File: src/rtl/rs_pkg.sv
// Shared Reed-Solomon RS(255,249) constants and GF(2^8) helpers used by
// both the encoder and the syndrome side of the link.
package rs_pkg;

   localparam int RS_N    = 255;
   localparam int RS_K    = 249;
   localparam int RS_NPAR = RS_N - RS_K;

   localparam logic [8:0] GF_POLY = 9'h11D;

   localparam logic [7:0] ALPHA_POW [8] = '{
      8'h01, 8'h02, 8'h04, 8'h08, 8'h10, 8'h20, 8'h40, 8'h80
   };

   typedef enum logic {
      IDLE,
      ACC
   } rs_state_t;

   function automatic logic [7:0] gf_mul(input logic [7:0] a, input logic [7:0] b);
      logic [7:0] p;
      logic [7:0] t;
      p = '0;
      t = a;
      for (int k = 0; k < 8; k++) begin
         if (b[k]) p = p ^ t;
         t = t[7] ? ({t[6:0], 1'b0} ^ GF_POLY[7:0]) : {t[6:0], 1'b0};
      end
      return p;
   endfunction

   // Small exponents come straight from the table; larger ones keep
   // multiplying by alpha from alpha^7.
   function automatic logic [7:0] gf_alpha_pow(input int e);
      int         r;
      logic [7:0] p;
      r = e % RS_N;
      if (r < 8) return ALPHA_POW[r[2:0]];
      p = ALPHA_POW[7];
      for (int k = 8; k <= r; k++) p = gf_mul(p, 8'h02);
      return p;
   endfunction

   // Generator g(x) = prod (x + alpha^(fcr+i)), packed {g6..g0}, g6 = 1.
   function automatic logic [8*(RS_NPAR+1)-1:0] rs_gen_poly(input int fcr);
      logic [7:0]                g [RS_NPAR+1];
      logic [7:0]                root;
      logic [8*(RS_NPAR+1)-1:0]  packed_g;
      for (int k = 0; k <= RS_NPAR; k++) g[k] = '0;
      g[0] = 8'h01;
      for (int i = 0; i < RS_NPAR; i++) begin
         root = gf_alpha_pow(fcr + i);
         for (int k = i + 1; k >= 1; k--) g[k] = g[k-1] ^ gf_mul(g[k], root);
         g[0] = gf_mul(g[0], root);
      end
      for (int k = 0; k <= RS_NPAR; k++) packed_g[8*k +: 8] = g[k];
      return packed_g;
   endfunction

endpackage

File: src/rtl/rs_syndrome_multiply.sv
// Combinational GF(2^8) multiplier X = A * B modulo GF_POLY.
module multiply
   import rs_pkg::*;
(
   input  logic [7:0] A,
   input  logic [7:0] B,
   output logic [7:0] X
);

   logic [7:0] sh [8];

   // sh[k] = A * alpha^k; X sums the terms selected by the bits of B
   always_comb begin
      sh[0] = A;
      for (int k = 1; k < 8; k++) begin
         sh[k] = {sh[k-1][6:0], 1'b0} ^ (sh[k-1][7] ? GF_POLY[7:0] : 8'h00);
      end
      X = '0;
      for (int k = 0; k < 8; k++) begin
         if (B[k]) X = X ^ sh[k];
      end
   end

endmodule

File: src/rtl/rs_syndrome.sv
// RS(255,249) syndrome calculator: Horner evaluation of the received block
// at alpha^(FCR+i), i = 0..5, one symbol per accepted cycle.
module rs_syndrome
   import rs_pkg::*;
#(
   parameter int FCR = 0,
   parameter int N   = RS_N
) (
   input  logic                  clk,
   input  logic                  rst_n,
   input  logic                  in_valid,
   input  logic                  in_sop,
   input  logic [7:0]            in_sym,
   output logic                  busy,
   output logic                  syn_valid,
   output logic [8*RS_NPAR-1:0]  syn,
   output logic                  err_detect,
   output logic                  sop_err
);

   localparam logic [7:0] CNT_LAST = 8'(N - 1);

   rs_state_t            state, state_nxt;
   logic [7:0]           cnt;
   logic [7:0]           acc    [RS_NPAR];
   logic [7:0]           prod   [RS_NPAR];
   logic [7:0]           horner [RS_NPAR];
   logic [8*RS_NPAR-1:0] syn_nxt;
   logic                 load, step, done, restart;

   for (genvar i = 0; i < RS_NPAR; i++) begin : g_syn
      localparam logic [7:0] ROOT = gf_alpha_pow(FCR + i);
      multiply u_mul (
         .A (acc[i]),
         .B (ROOT),
         .X (prod[i])
      );
      assign horner[i]          = prod[i] ^ in_sym;
      assign syn_nxt[8*i +: 8] = horner[i];
   end

   always_ff @(posedge clk or negedge rst_n) begin
      if (!rst_n) state <= IDLE;
      else        state <= state_nxt;
   end

   always_comb begin
      state_nxt = state;
      load      = 1'b0;
      step      = 1'b0;
      done      = 1'b0;
      restart   = 1'b0;
      case (state)
         IDLE: begin
            if (in_valid && in_sop) begin
               load      = 1'b1;
               state_nxt = ACC;
            end
         end
         ACC: begin
            if (in_valid) begin
               if (in_sop) begin
                  load    = 1'b1;
                  restart = 1'b1;
               end else begin
                  step = 1'b1;
                  if (cnt == CNT_LAST) begin
                     done      = 1'b1;
                     state_nxt = IDLE;
                  end
               end
            end
         end
         default: state_nxt = IDLE;
      endcase
   end

   // Output registers are separate from the accumulators, so a new block
   // can load in the same cycle the previous result is presented.
   always_ff @(posedge clk or negedge rst_n) begin
      if (!rst_n) begin
         cnt        <= '0;
         syn        <= '0;
         syn_valid  <= 1'b0;
         err_detect <= 1'b0;
         sop_err    <= 1'b0;
         for (int k = 0; k < RS_NPAR; k++) acc[k] <= '0;
      end else begin
         syn_valid <= done;
         sop_err   <= restart;
         if (load) begin
            cnt <= 8'd1;
            for (int k = 0; k < RS_NPAR; k++) acc[k] <= in_sym;
         end else if (step) begin
            cnt <= done ? 8'd0 : cnt + 8'd1;
            for (int k = 0; k < RS_NPAR; k++) acc[k] <= horner[k];
         end
         if (done) begin
            syn        <= syn_nxt;
            err_detect <= |syn_nxt;
         end
      end
   end

   assign busy = (state == ACC) | syn_valid;

endmodule

File: config.mk
export PLATFORM = sky130hd
export DESIGN_NAME = rs_syndrome
export DESIGN_NICKNAME = d
export VERILOG_FILES = /design/src/rtl/rs_pkg.sv /design/src/rtl/rs_syndrome_multiply.sv /design/src/rtl/rs_syndrome.sv
export SDC_FILE = /design/constraint.sdc
export NUM_CORES = 1
export LEC_CHECK = 0
export CAP_MARGIN = 20
export CORE_MARGIN = 10
export CORE_UTILIZATION = 56
export CTS_CLUSTER_DIAMETER = 60
export DETAILED_ROUTE_END_ITERATION = 8
export PLACE_DENSITY = 0.76
export SLEW_MARGIN = 40
export SYNTH_ARGS = -nofsm -noshare
export SYNTH_HDL_FRONTEND = slang
export SYNTH_HIERARCHICAL = 1
export SYNTH_SLANG_ARGS = --single-unit
File: constraint.sdc
create_clock -name clk -period 8.3 [get_ports clk]
set_clock_uncertainty 0.05 [all_clocks]
set_input_delay 1.66 -clock clk [delete_from_list [all_inputs] [get_ports clk]]
set_output_delay 1.66 -clock clk [all_outputs]
set_load 0.1 [all_outputs]
== Yosys cells after proc, flatten, opt, wreduce, memory -nomap -nowiden ==
Index checks and enable logic that the tools add are counted.
Cells by class
  bitwise logic cells: 23
  shift operators: 0
  add/subtract/negate cells: 1
  eq/ne operators: 1
  muxes and demuxes: 36
  $lt $le $gt $ge: 0
  reduce and logical (&&, ||, !) cells: 3
  multiply operators: 0
  divide/modulo/power cells: 0
Operators by type and width (count)
  8-bit bitwise XOR: 21
  48-bit two-way mux: 2
  5-bit two-way mux: 15
  48-bit OR reduction: 1
  8-bit two-way mux: 3
  1-bit two-way mux: 14
  8-bit by 1-bit adder with 8-bit output, second input constant: 1
  8-bit equality test, second input constant: 1
  1-bit one-hot mux with 2 select lines: 2
  2-bit nonzero test: 1
  1-bit logical AND: 1
  1-bit inverter: 1
  1-bit OR: 1
Storage, ports and cells
  memory bits (writable): 0
  output and inout port bits: 52
  logic and storage cells: 76
  flip-flop bits (word level): 108
  memories kept: 0
  input port bits: 12
  latch bits: 0
  ROM bits: 0

== Logic depth before layout (Yosys ltp) ==
  depth in word-level cells: 13
  gate-level depth with buffers: 12
  depth with buffers taken out: 11

== Cells and area by module ==
Netlist, hierarchy kept.
Modules (own cells, without submodules)
  multiply at g_syn[1].u_mul ...: area each 1224.9 µm², instances 5, cells each 173
  rs_syndrome: area each 5630.4 µm², instances 1, cells each 691
  multiply at g_syn[0].u_mul: area each 1174.9 µm², instances 1, cells each 165

== Worst setup path after synthesis ==
Ideal clock, no wire load.
  path type: flip-flop to output port
  start: reg syn_valid
  end: out busy
  stages on the path, launching flop included: 2
  slack: 5.118 ns
  data arrival time: 1.472 ns
  path buffers: 0
  cell sequence: dfrtp_1 or2_2
On the way
  word-level cells in the longest chain between the ends: 1
RTL lines
  start, declared: RTL line rs_syndrome.sv:15  | output logic syn_valid,
  start signal, assigned: RTL line rs_syndrome.sv:89  | syn_valid <= done;
  1-bit OR: RTL line rs_syndrome.sv:105  | assign busy = (state == ACC) | syn_valid;
  end, declared: RTL line rs_syndrome.sv:14  | output logic busy,
No other way between the ends.

== Worst setup path in the final report ==
  start: in in_valid
  end: reg err_detect
On the way
  word-level cells in the longest chain between the ends: 2
RTL lines
  start, declared: RTL line rs_syndrome.sv:11  | input logic in_valid,
  1-bit two-way mux: RTL line rs_syndrome.sv:61  | if (in_valid) begin
  1-bit two-way mux: RTL line rs_syndrome.sv:53  | case (state)
  end signal, assigned: RTL line rs_syndrome.sv:100  | err_detect <= |syn_nxt;
  end, declared: RTL line rs_syndrome.sv:17  | output logic err_detect,
No other way between the ends.
A chain may end at the register's enable or synchronous reset.

==> summary.txt <==
Setup path
  – R2R depth: 11
  – Worst EP required: 8490 ps
  – R2r endpoint: err_detect$_DFFE_PN0P_
  – Reg-to-reg slack, setup: 4900 ps
  – Slowest cell on crit path: buf_4
  – Crit Path Category: in2reg
  – Worst stage delay on the critical path: 570 ps
  – CP delay by family, top: buffers and inverters
  – Worst-path cell chain: buf_2 -> buf_4 -> nand3b_1 -> nor3_4 -> buf_8 -> buf_4 -> o2111ai_1 -> o22a_1
  – Worst R2R Start: acc[23]$_DFFE_PN0P_
  – Bufs and invs on worst path: 4
  – Critical Path Fanout Max: 69
  – Most frequent CP cell: buf_4
  – Critical Path End Type: flop
  – Critical Path AT: 4340 ps
  – Type of origin of the critical path: input pin

Floorplanning
  – Die width: 172 um
  – Die height: 172 um
  – Total core area: 0.0227 sq mm
  – Io pins: 64
  – Starting density of the core: 56.9%
  – Die area: 0.0296 sq mm
  – Row count: 55

Synth
  – Seq/Total Area, Yosys: a little over a fifth
  – Post-synth EDFFs: 0
  – Synth area leader: xnor2_1
  – Count of cell types in the netlist: 45
  – Ranking of synthesized cells by area: xnor2_1 (24%), dfrtp_1 (21%), nand2_1 (11%)
  – Synthesized area: 0.0129 sq mm
  – Register bit total from synthesis: 108
  – Number of synthesis warnings: 6
  – Mapped Cells: 1721
  – Async SR Flop Fraction: 100%
  – Main synth FF type: dfrtp_1
  – Top cell type's share of synthesized area: between 20 and 25%
  – Syn_area_per_cell: 7.51 sq um

Worst hold path
  – Worst hold start: cnt[7]$_DFFE_PN0P_
  – Hold Path Stages: 1
  – HP Class: reg2reg
  – Hold EP: cnt[7]$_DFFE_PN0P_

Layout
  – Antenna diode count: 0
  – Share of cells above drive strength 1: 8.05%
  – Nets@finish: 1760
  – Area grow syn2layout: 5.62%

Run
  – Max Cap Violations: 0

Timing
  – Endpoints failing setup: 0
  – Worst-Margin Slew: 864 ps
  – Fin. Hold Viols: 0
  – Final setup TNS: 0 ps
  – Final slew viol count: 0
  – Slew margin rel.: 42.0%
  – Max Clock Freq: 241 MHz
  – Fin crit share: about half
  – RSZ-0062 raised after global routing: no
  – Shortest period the worst path allows: 4150 ps

Clock tree
  – Longest Clk Path Bufs: 2
  – Num CTS Buffers: 9
  – Root Driver: clkbuf_16
  – Clock Latency Late Sink: roughly 350 ps
  – Worst-path clk slew: 80 ps
  – Post-cts resize count: 0
  – CTS tree: built
  – Clk sinks: 108
  – Setup Fix Bufs, Post-CTS: 0
  – H-tree levels: 3
  – # hold bufs at CTS: 0

Drt
  – Initial DRC Count: 1132
  – # DRC: 0
  – Vias: 11300
  – Antenna-violating nets left: 0
  – TritonRoute pass-1 iters: 5
  – Total wire length: 35.0 mm
  – Vias/cell: 5.56
  – Wirelength per Cell: approximately 17 um

Place
  – GP Congestion: 0.927
  – HPWL reported at the end of detailed placement: between 20 and 30 mm
  – Port Buffers: 63

Global route
  – All-Layer GR Usage: 23.6%
  – Vias in the first global route: 10600
  – First-pass GRT wire length: approximately 57 mm
  – Largest net degree at the start of global routing: 70
  – Grt ovf: 0
  – Antenna violations before repair: 0

Status
  – Status: complete, no violations
-- cell type report --
type	instances	area, sq um
Multi-Input combinational cell	1486	9590
Fill cell	2064	9050
Sequential cell	108	2700
Timing Repair Buffer	77	464
Tap cell	285	357
Inverter	64	240
Clock buffer	10	229
Clock inverter	6	68.8
-- how the worst max path moves through the flow --
stage               slack (ps)  cells past startpoint                endpoint                 from
floorplan                 5120                      1                    busy  syn_valid$_DFF_PN0_
global placement          3690                      7  err_detect$_DFFE_PN0P_             in_valid
detailed placement        3850                      8  err_detect$_DFFE_PN0P_             in_valid
CTS                       4220                      8  err_detect$_DFFE_PN0P_             in_valid
global route              3980                      8  err_detect$_DFFE_PN0P_             in_valid
finish                    4150                      8  err_detect$_DFFE_PN0P_             in_valid
-- per-stage QoR --
step	setup WS (ps)	utilization, %	area [sq um]	hold slack (ps)	std cells
final	4150	60.1	13700	449	2036
after global routing	3980	60.1	13700	518	2036
after CTS	4220	60.1	13700	450	2036
after detailed placement	3850	58.8	13400	438	2020
after global placement	3690	59.9	13600	431	2019
after floorplan	5120	-	13200	401	1790
-- layer usage --
metal / vias up / GRT usage (%) / wire [um]
met5: - / 0 / 0
met4: 0 / 5.88 / 665
met3: 49 / 3.24 / 2840
met2: 478 / 37.2 / 16100
met1: 5369 / 33.3 / 15500
li1: 5417 / - / -
-- placed cells by master, fill, tap and decap left out, drive strengths merged, types with 21 or more instances in the layout --
cell type	Yosys	routed
xnor2	356	356
mux2i	22	22
nor2	145	145
conb	2	71
nand2	370	370
o21ai	81	81
xor2	129	129
a21oi	147	147
buf	63	71
inv	64	67
dfrtp	108	108
nor2b	21	21
-- logic make-up after synthesis --
logic type,after synthesis,share of synthesized area [%]
AND/OR/NAND/NOR,610,19.5
buffers and inverters,196,6.90
flip-flops,108,20.9
multiplexers,33,2.66
XOR/XNOR,491,37.8
adder cells (fa/ha/maj),2,0.194
AO/OA/AOI/OAI,279,11.9
other,2,0.0581
-- registers in the layout, indices dropped and copies added (netlist names) --
signal	cells
syn	48
sop_err	1
cnt	8
state	1
err_detect	1
acc	48
syn_valid	1
-- cell usage after synthesis (2+ instances only) --
cell,number
mux2i_1,22
o21a_1,2
conb_1,2
nand3_1,18
xor2_1,88
a31oi_1,2
a22o_1,12
and3_1,6
buf_6,11
xnor2_1,356
clkbuf_1,69
nor4bb_1,5
o22ai_1,5
nor2_1,145
inv_1,64
a32oi_1,5
buf_1,11
buf_4,9
dfrtp_1,108
nand2_1,370
o21ai_0,81
xor2_4,18
mux2_2,11
nand3b_1,6
nand2b_1,9
nand4_1,10
a21oi_1,147
nor4_1,2
a22oi_1,14
buf_2,32
o211ai_1,6
xnor3_1,6
ha_1,2
nor2b_1,21
xor2_2,23
nor3_1,14
Power is left out: the tool's default activity adds up to more than one toggle a clock period on the data nets, which glitch-free logic cannot reach.
